### src/rtl/serial_rx.sv
// serial_rx: strobe-driven serial receiver with an optional parity bit and a
// one-entry holding register.
//   clk_i, rst_i   clock; synchronous active-high reset
//   bit_en_i       bit strobe; rx_i is only looked at when it is high
//   rx_i           serial line, idles high
//   ready_i        consumer accepts data_o when valid_o is also high
//   data_o         received word
//   valid_o        data_o holds a word that has not been consumed yet
//   frame_err_o    one-cycle pulse: stop bit sampled low
//   parity_err_o   one-cycle pulse: parity mismatch
//   overflow_o     sticky: a good word was dropped because data_o was full
//   busy_o         a frame is in progress
//
// Frame: start(0), WIDTH data bits LSB first, [parity], stop(1).
// state  | meaning
// IDLE   | waiting for a start strobe with rx_i = 0
// DATA   | capturing data bits into shift_q[cnt_q]
// PARITY | sampling the parity bit
// STOP   | sampling the stop bit, then deliver or discard the word
module serial_rx #(
  parameter int WIDTH      = 8,
  parameter int PARITY_EN  = 0,
  parameter int ODD_PARITY = 0
) (
  input  logic             clk_i,
  input  logic             rst_i,
  input  logic             bit_en_i,
  input  logic             rx_i,
  input  logic             ready_i,
  output logic [WIDTH-1:0] data_o,
  output logic             valid_o,
  output logic             frame_err_o,
  output logic             parity_err_o,
  output logic             overflow_o,
  output logic             busy_o
);

  if (WIDTH == 0) begin : g_bad_width
    $error("serial_rx: WIDTH must be at least 1");
  end

  localparam int   CNT_W  = $clog2(WIDTH + 1);
  localparam logic PAR_EN = (PARITY_EN != 0);
  localparam logic ODD    = (ODD_PARITY != 0);

  typedef enum logic [1:0] {
    IDLE   = 2'd0,
    DATA   = 2'd1,
    PARITY = 2'd2,
    STOP   = 2'd3
  } state_t;

  state_t             state_q,     state_d;
  logic [CNT_W-1:0]   cnt_q,       cnt_d;
  logic [WIDTH-1:0]   shift_q,     shift_d;
  logic               par_mis_q,   par_mis_d;
  logic [WIDTH-1:0]   data_q,      data_d;
  logic               valid_q,     valid_d;
  logic               frame_err_q, frame_err_d;
  logic               par_err_q,   par_err_d;
  logic               overflow_q,  overflow_d;

  always_ff @(posedge clk_i) begin
    if (rst_i) begin
      state_q     <= IDLE;
      cnt_q       <= '0;
      shift_q     <= '0;
      par_mis_q   <= 1'b0;
      data_q      <= '0;
      valid_q     <= 1'b0;
      frame_err_q <= 1'b0;
      par_err_q   <= 1'b0;
      overflow_q  <= 1'b0;
    end else begin
      state_q     <= state_d;
      cnt_q       <= cnt_d;
      shift_q     <= shift_d;
      par_mis_q   <= par_mis_d;
      data_q      <= data_d;
      valid_q     <= valid_d;
      frame_err_q <= frame_err_d;
      par_err_q   <= par_err_d;
      overflow_q  <= overflow_d;
    end
  end

  always_comb begin
    state_d     = state_q;
    cnt_d       = cnt_q;
    shift_d     = shift_q;
    par_mis_d   = par_mis_q;
    data_d      = data_q;
    valid_d     = valid_q;
    frame_err_d = 1'b0;
    par_err_d   = 1'b0;
    overflow_d  = overflow_q;

    // A handshake empties the holding register; a load below may refill it.
    if (valid_q && ready_i) begin
      valid_d = 1'b0;
    end

    if (bit_en_i) begin
      case (state_q)
        IDLE: begin
          if (!rx_i) begin
            state_d   = DATA;
            cnt_d     = '0;
            par_mis_d = 1'b0;
          end
        end
        DATA: begin
          for (int i = 0; i < WIDTH; i++) begin
            if (cnt_q == CNT_W'(i)) begin
              shift_d[i] = rx_i;
            end
          end
          // Counter is sized to hold WIDTH, so the final increment never wraps.
          cnt_d = cnt_q + CNT_W'(1);
          if (cnt_q == CNT_W'(WIDTH - 1)) begin
            state_d = PAR_EN ? PARITY : STOP;
          end
        end
        PARITY: begin
          par_mis_d = ((^shift_q) ^ rx_i) != ODD;
          state_d   = STOP;
        end
        STOP: begin
          // Always back to IDLE: a low stop bit is an error, never a start.
          state_d = IDLE;
          if (!rx_i) begin
            frame_err_d = 1'b1;
          end else if (PAR_EN && par_mis_q) begin
            par_err_d = 1'b1;
          end else if (!valid_q || ready_i) begin
            data_d  = shift_q;
            valid_d = 1'b1;
          end else begin
            overflow_d = 1'b1;
          end
        end
        default: state_d = IDLE;
      endcase
    end
  end

  assign data_o       = data_q;
  assign valid_o      = valid_q;
  assign frame_err_o  = frame_err_q;
  assign parity_err_o = par_err_q;
  assign overflow_o   = overflow_q;
  assign busy_o       = (state_q != IDLE);

endmodule
### config.mk
export PLATFORM = sky130hd
export DESIGN_NAME = serial_rx
export DESIGN_NICKNAME = d
export VERILOG_FILES = /design/src/rtl/serial_rx.sv
export SDC_FILE = /design/constraint.sdc
export NUM_CORES = 1
export LEC_CHECK = 0
export CORE_MARGIN = 8
export CORE_UTILIZATION = 35
export CTS_CLUSTER_DIAMETER = 100
export DETAILED_ROUTE_END_ITERATION = 8
export MAX_ROUTING_LAYER = met4
export PLACE_DENSITY = 0.64
export SLEW_MARGIN = 5
export SYNTH_ARGS = -nofsm -noshare
export SYNTH_HDL_FRONTEND = slang
export SYNTH_SLANG_ARGS = --single-unit
### constraint.sdc
create_clock -name clk_i -period 1.5 [get_ports clk_i]
set_clock_uncertainty 0.15 [all_clocks]
set_input_delay 0.15 -clock clk_i [delete_from_list [all_inputs] [get_ports clk_i]]
set_output_delay 0.15 -clock clk_i [all_outputs]
set_load 0.05 [all_outputs]
# Word level (Yosys, flattened, before mapping)
# Index checks and enable logic that the tools add are counted.
# op_classes
addsub	1
n_eq_ne	12
n_mux	11
bitwise	3
n_reduce_logical	20
# ops
op	n
AND reduction 3 bit	10
equality test 4 x 3 -> 1 bit (second input constant)	4
equality test 4 x 2 -> 1 bit (second input constant)	2
case mux 2 bit (4 select lines)	1
case mux 4 bit (2 select lines)	1
AND reduction 4 bit	2
2-to-1 mux 1 bit	6
adder 4 x 1 -> 4 bit (second input constant)	1
equality test 2 bit (second input constant)	2
equality test 4 x 1 -> 1 bit (second input constant)	1
logical NOT 4 bit	1
2-to-1 mux 2 bit	2
2-to-1 mux 4 bit	1
inequality test 2 bit (second input constant)	2
nonzero test 2 bit	2
inverter 1 bit	3
OR reduction 3 bit	1
equality test 2 x 1 -> 1 bit (second input constant)	1
logical NOT 2 bit	1
logical AND 1 bit	1
logical NOT 1 bit	1
logical OR 1 bit	1
# word_totals
register_bits	25
input_bits	5

# Longest topological paths before layout
# depth
depth_word	6
ltp_mapped	7
mapped_depth_nobuf	6

# Worst setup path before layout
# Ideal clock, no wire load.
# synth_path
path_type	register to register
from	register valid_q, in the netlist valid_o
to	register data_q[2], in the netlist data_o[2]
setup_time_ns	0.128
arrival_time_ns	1.335
required_time_ns	1.222
setup_slack_ns	-0.113
path_stages_with_launch	5
n_path_buf	0
cell_sequence	dfxtp_1 nor2b_1 nor2_8 mux2i_1 nor2_1
# synth_between
elab_chain_cells	3
# synth_lines
element	line	rtl
from (decl)	58	logic valid_q, valid_d;
from (signal assigned)	80	valid_q <= valid_d;
logical NOT 1 bit	135	end else if (!valid_q || ready_i) begin
logical OR 1 bit	135	
AND reduction 4 bit (no line)	-	
to (signal assigned)	79	data_q <= data_d;
to (decl)	57	logic [WIDTH-1:0] data_q, data_d;
# Every way passes these cells.
# A chain may end at the register's enable or synchronous reset.

# Final worst setup path
# layout_path
from	register state_q[0]
to	register state_q[1]
# layout_between
elab_chain_cells	3
elab_cells_between_ends	8
cone_classes	eq/ne (5); mux (1); reduce/logical (2)
# layout_lines
element	line	rtl
from (decl)	53	state_t state_q, state_d;
from (signal assigned)	75	state_q <= state_d;
equality test 2 x 1 -> 1 bit / logical NOT 2 bit (equally long branches)	104	case (state_q)
inequality test 2 bit (no line)	-	
AND reduction 3 bit (no line)	-	
# Parallel ways exist; a longest one is shown, timed or not.

==> out/results.md <==
| Parameter | This run |
|:---|:---|
| Proportion of power drawn by flip-flops and latches | 57.7% |
| Largest net degree at the start of global routing | 19 |
| Critical path start-end classification | reg -> reg |
| Die Outline Area | 5440 um^2 |
| Final hold viol count | 0 |
| Sink count of the clock tree | 25 |
| Net switching power of the design | 0.000314 W |
| CTS tree | built |
| Average detailed-routed wire length per instance | 11.8 um |
| Fraction of the yosys area taken by sequential cells | 42.9% |
| Die height | 73.8 um |
| DRC violations left | 0 |
| Antenna violations before repair | 0 |
| Hold crit path type | reg -> reg |
| Buffer type at the clock tree root | sky130_fd_sc_hd__clkbuf_4 |
| Routability congestion estimate | 0.801 |
| Remaining antenna violation count after routing | 0 |
| #FFs+latches synth | 25 |
| Cell types occupying the most area after synthesis | sky130_fd_sc_hd__dfxtp_1 43%, sky130_fd_sc_hd__mux2i_1 7.7%, sky130_fd_sc_hd__ha_1 7.5%, sky130_fd_sc_hd__nand2_1 5.5%, sky130_fd_sc_hd__nor2_1 4.8% |
| Fraction of the mapped netlist area in adder cells | 7.50% |
| Most instantiated flip-flop cell in the synthesis netlist | sky130_fd_sc_hd__dfxtp_1 |
| Deepest level of the CTS H-tree | 1 |
| Post-synthesis mux area share | 7.72% |
| Signal arrival time at the worst endpoint | 1.58 ns |
| Setup repair after global routing missed its margin | yes |
| Number of rows created at floorplan | 21 |
| Number of distinct library cells after synthesis | 31 |
| Cell taking the most area after synthesis | sky130_fd_sc_hd__dfxtp_1 |
| Post-place setup slack | -0.224 ns |
| Total power draw | 0.00118 W |
| Top Metal Used | met4 |
| Kind of capture point of the worst setup path | register |
| Final HPWL DP | 1820 um |
| Period minus WS final | 1.50 ns |
| Fraction of final layout cells sized beyond drive strength 1 | 30.1% |
| Routed length on met1 | 989 um |
| Area added between synthesis and finish | 40.2% |
| Final setup violation count | 2 |
| Post-placement cell area | 1550 um^2 |
| Post-synthesis instance area | 1170 um^2 |
| Yosys synthesis warning count | 0 |
| Number of nets in the final layout | 166 |
| Async set-or-reset flop fraction in the synthesized netlist | 0% |
| Clk pwr share | 25.9% |
| Parity-gate share of the synthesized area counting xor and xnor cells | 1.50% |
| Diode count | 0 |
| Initial standard-cell utilization of the core | 35.8% |
| Vias | 928 |
| Area share of and/or/nand/nor cells after synthesis | 22.2% |
| Via/cell ratio | 4.66 |
| Wire length of the first global-routing pass | 4040 um |
| 1st-iter DRT viols | 36 |
| Met2 routed wirelength | 1220 um |
| Commonest cells in the netlist | 25 x sky130_fd_sc_hd__dfxtp_1, 17 x sky130_fd_sc_hd__nand2_1, 15 x sky130_fd_sc_hd__nor2_1 |
| I/O pin count | 18 |
| Quantity of hold-fixing buffers added after cts | 0 |
| Number of cells produced by synthesis | 128 |
| Number of iterations in the first detailed-routing pass | 4 |
| Number of buffers created by CTS | 3 |
| Synth top area share | 42.9% |
| Startpoint type of the worst setup path | register |
| Internal power summed over all cells | 0.000867 W |
| Count of pins over their slew limit | 0 |
| Failing checks | negative setup slack |
| Via count of the first global-routing pass | 918 |
| P per Cell Area | 722 nW/um^2 |
| Clock-pin slew on the worst setup and hold paths | 0.13 ns |
| Combined global-route utilization of all metal layers | 9.77% |
| Leftover overflow at the end of global routing | 0 |
| Highest ir drop seen on vdd | 0.000349 V |
| Achievable frequency | 0.665 GHz |
| Count of flip-flops with a built-in enable after synthesis | 0 |
| IO buf count | 16 |
| Post-Synthesis Net Count | 140 |
| Post-route standard cell area excluding fillers | 1640 um^2 |
| Post-synthesis compound-gate area fraction | 12.0% |
| Clock latency on the worst-skew pair | 0.32 ns |
| Number of max-cap violations | 0 |
| Gate power share | 16.4% |
| Die Wd | 73.8 um |
| Switching power as a share of total power | 26.6% |
| Met3 WL | 90 um |
| Leakage power summed over all cells | 0.589 nW |
| Max Root-Sink Buffers | 2 |
| Data required time at the worst endpoint | 1.57 ns |
| Run status | finished, violations left |
| Routed wire length | 2340 um |
| Largest family of logic cells by synthesized area | simple AND/OR/NAND/NOR gates |
| Fin worst setup slack | -0.00453 ns |
| Worst Path Max Fanout | 4 |
| Mean Syn Cell Area | 9.12 um^2 |
| Tcrit/Tclk final | 100% |
| Most frequent cell after synthesis | sky130_fd_sc_hd__dfxtp_1 |
| Area of the core | 3260 um^2 |
[worst max-delay path, cell delays in order, from the launching register on]
cell	delay, ns
sky130_fd_sc_hd__dfxtp_4	0.40
sky130_fd_sc_hd__inv_2	0.05
sky130_fd_sc_hd__ha_4	0.17
sky130_fd_sc_hd__a21boi_2	0.16
sky130_fd_sc_hd__a21boi_4	0.23
sky130_fd_sc_hd__mux2i_1	0.20
sky130_fd_sc_hd__nor2_1	0.05
[path summary, 6_finish.rpt]
check                               start  slack, ns  cells past startpoint                       to
setup / recovery  state_q[0]$_SDFFE_PP0P_     -0.005                      6  state_q[1]$_SDFFE_PP0P_
hold / removal    shift_q[0]$_SDFFE_PP0P_       0.32                      2  shift_q[0]$_SDFFE_PP0P_
setup reg to reg  state_q[0]$_SDFFE_PP0P_     -0.005                      6  state_q[1]$_SDFFE_PP0P_
hold reg to reg   shift_q[0]$_SDFFE_PP0P_       0.32                      2  shift_q[0]$_SDFFE_PP0P_
[timing repair]
action                     4_1_cts  5_1_grt
buffers inserted                 1        0
pin swaps                        3        4
setup endpoints to repair       21       20
cloned                           0        0
resized for setup               11        6
[cell usage in the layout, fill, tap and decap left out, types with 2 or more instances in the layout]
master,instances
sky130_fd_sc_hd__dfxtp_1,22
sky130_fd_sc_hd__clkbuf_4,3
sky130_fd_sc_hd__buf_4,12
sky130_fd_sc_hd__inv_2,2
sky130_fd_sc_hd__nand3_1,9
sky130_fd_sc_hd__dfxtp_4,2
sky130_fd_sc_hd__mux2i_1,9
sky130_fd_sc_hd__nor2_1,15
sky130_fd_sc_hd__clkdlybuf4s50_1,4
sky130_fd_sc_hd__buf_12,12
sky130_fd_sc_hd__xor2_1,2
sky130_fd_sc_hd__o211ai_1,2
sky130_fd_sc_hd__inv_1,4
sky130_fd_sc_hd__ha_4,2
sky130_fd_sc_hd__nor2b_2,2
sky130_fd_sc_hd__nand2_1,17
sky130_fd_sc_hd__a21oi_1,9
sky130_fd_sc_hd__ha_1,5
[layout make-up]
class / instances / area (um^2)
Fill cell: 312 / 1620
Multi-Input combinational cell: 89 / 641
Sequential cell: 25 / 509
Timing Repair Buffer: 28 / 370
Tap cell: 46 / 57.6
Inverter: 7 / 28.8
Clock buffer: 3 / 22.5
Clock inverter: 1 / 7.51
[cell families after synthesis]
kind of cell | count (synthesis)
AND/OR/NAND/NOR | 51
XOR/XNOR | 2
AO/OA/AOI/OAI | 19
adder cells (fa/ha/maj) | 7
buffers and inverters | 14
other | 1
multiplexers | 9
flip-flops | 25
[metrics by stage]
step	instances	TNS (ns)	hold slack (ns)	util [%]
finish	199	-0.00841	0.316	50.2
CTS	199	-0.0181	0.314	49.8
detailed placement	194	-3.84	0.304	47.6
floorplan	128	0	0.0646	-
global placement	194	-2.80	0.296	47.6
global route	199	-0.571	0.317	50.2
[sequential cells by signal, summed over array words and instances, names as in the netlist]
signal / count
data_o: 8
cnt_q: 4
frame_err_o: 1
overflow_o: 1
shift_q: 8
state_q: 2
valid_o: 1
[per-layer routing]
metal	GRT usage (%)	up-vias
li1	-	480
met1	10.3	432
met2	16.5	12
met3	1.77	4
met4	5.99	0
met5	-	-
[power groups by stage]
| stage | logic, W | registers, W | clock network [W] |
|---|---|---|---|
| floorplan | 0.000101 | 0.000692 | 0 |
| global placement | 0.000163 | 0.000692 | 0 |
| detailed placement | 0.000169 | 0.000694 | 0 |
| CTS | 0.000187 | 0.000682 | 0.000315 |
| global route | 0.000207 | 0.000683 | 0.000344 |
| finish | 0.000194 | 0.000681 | 0.000306 |
(Power assumes the default switching activity.)
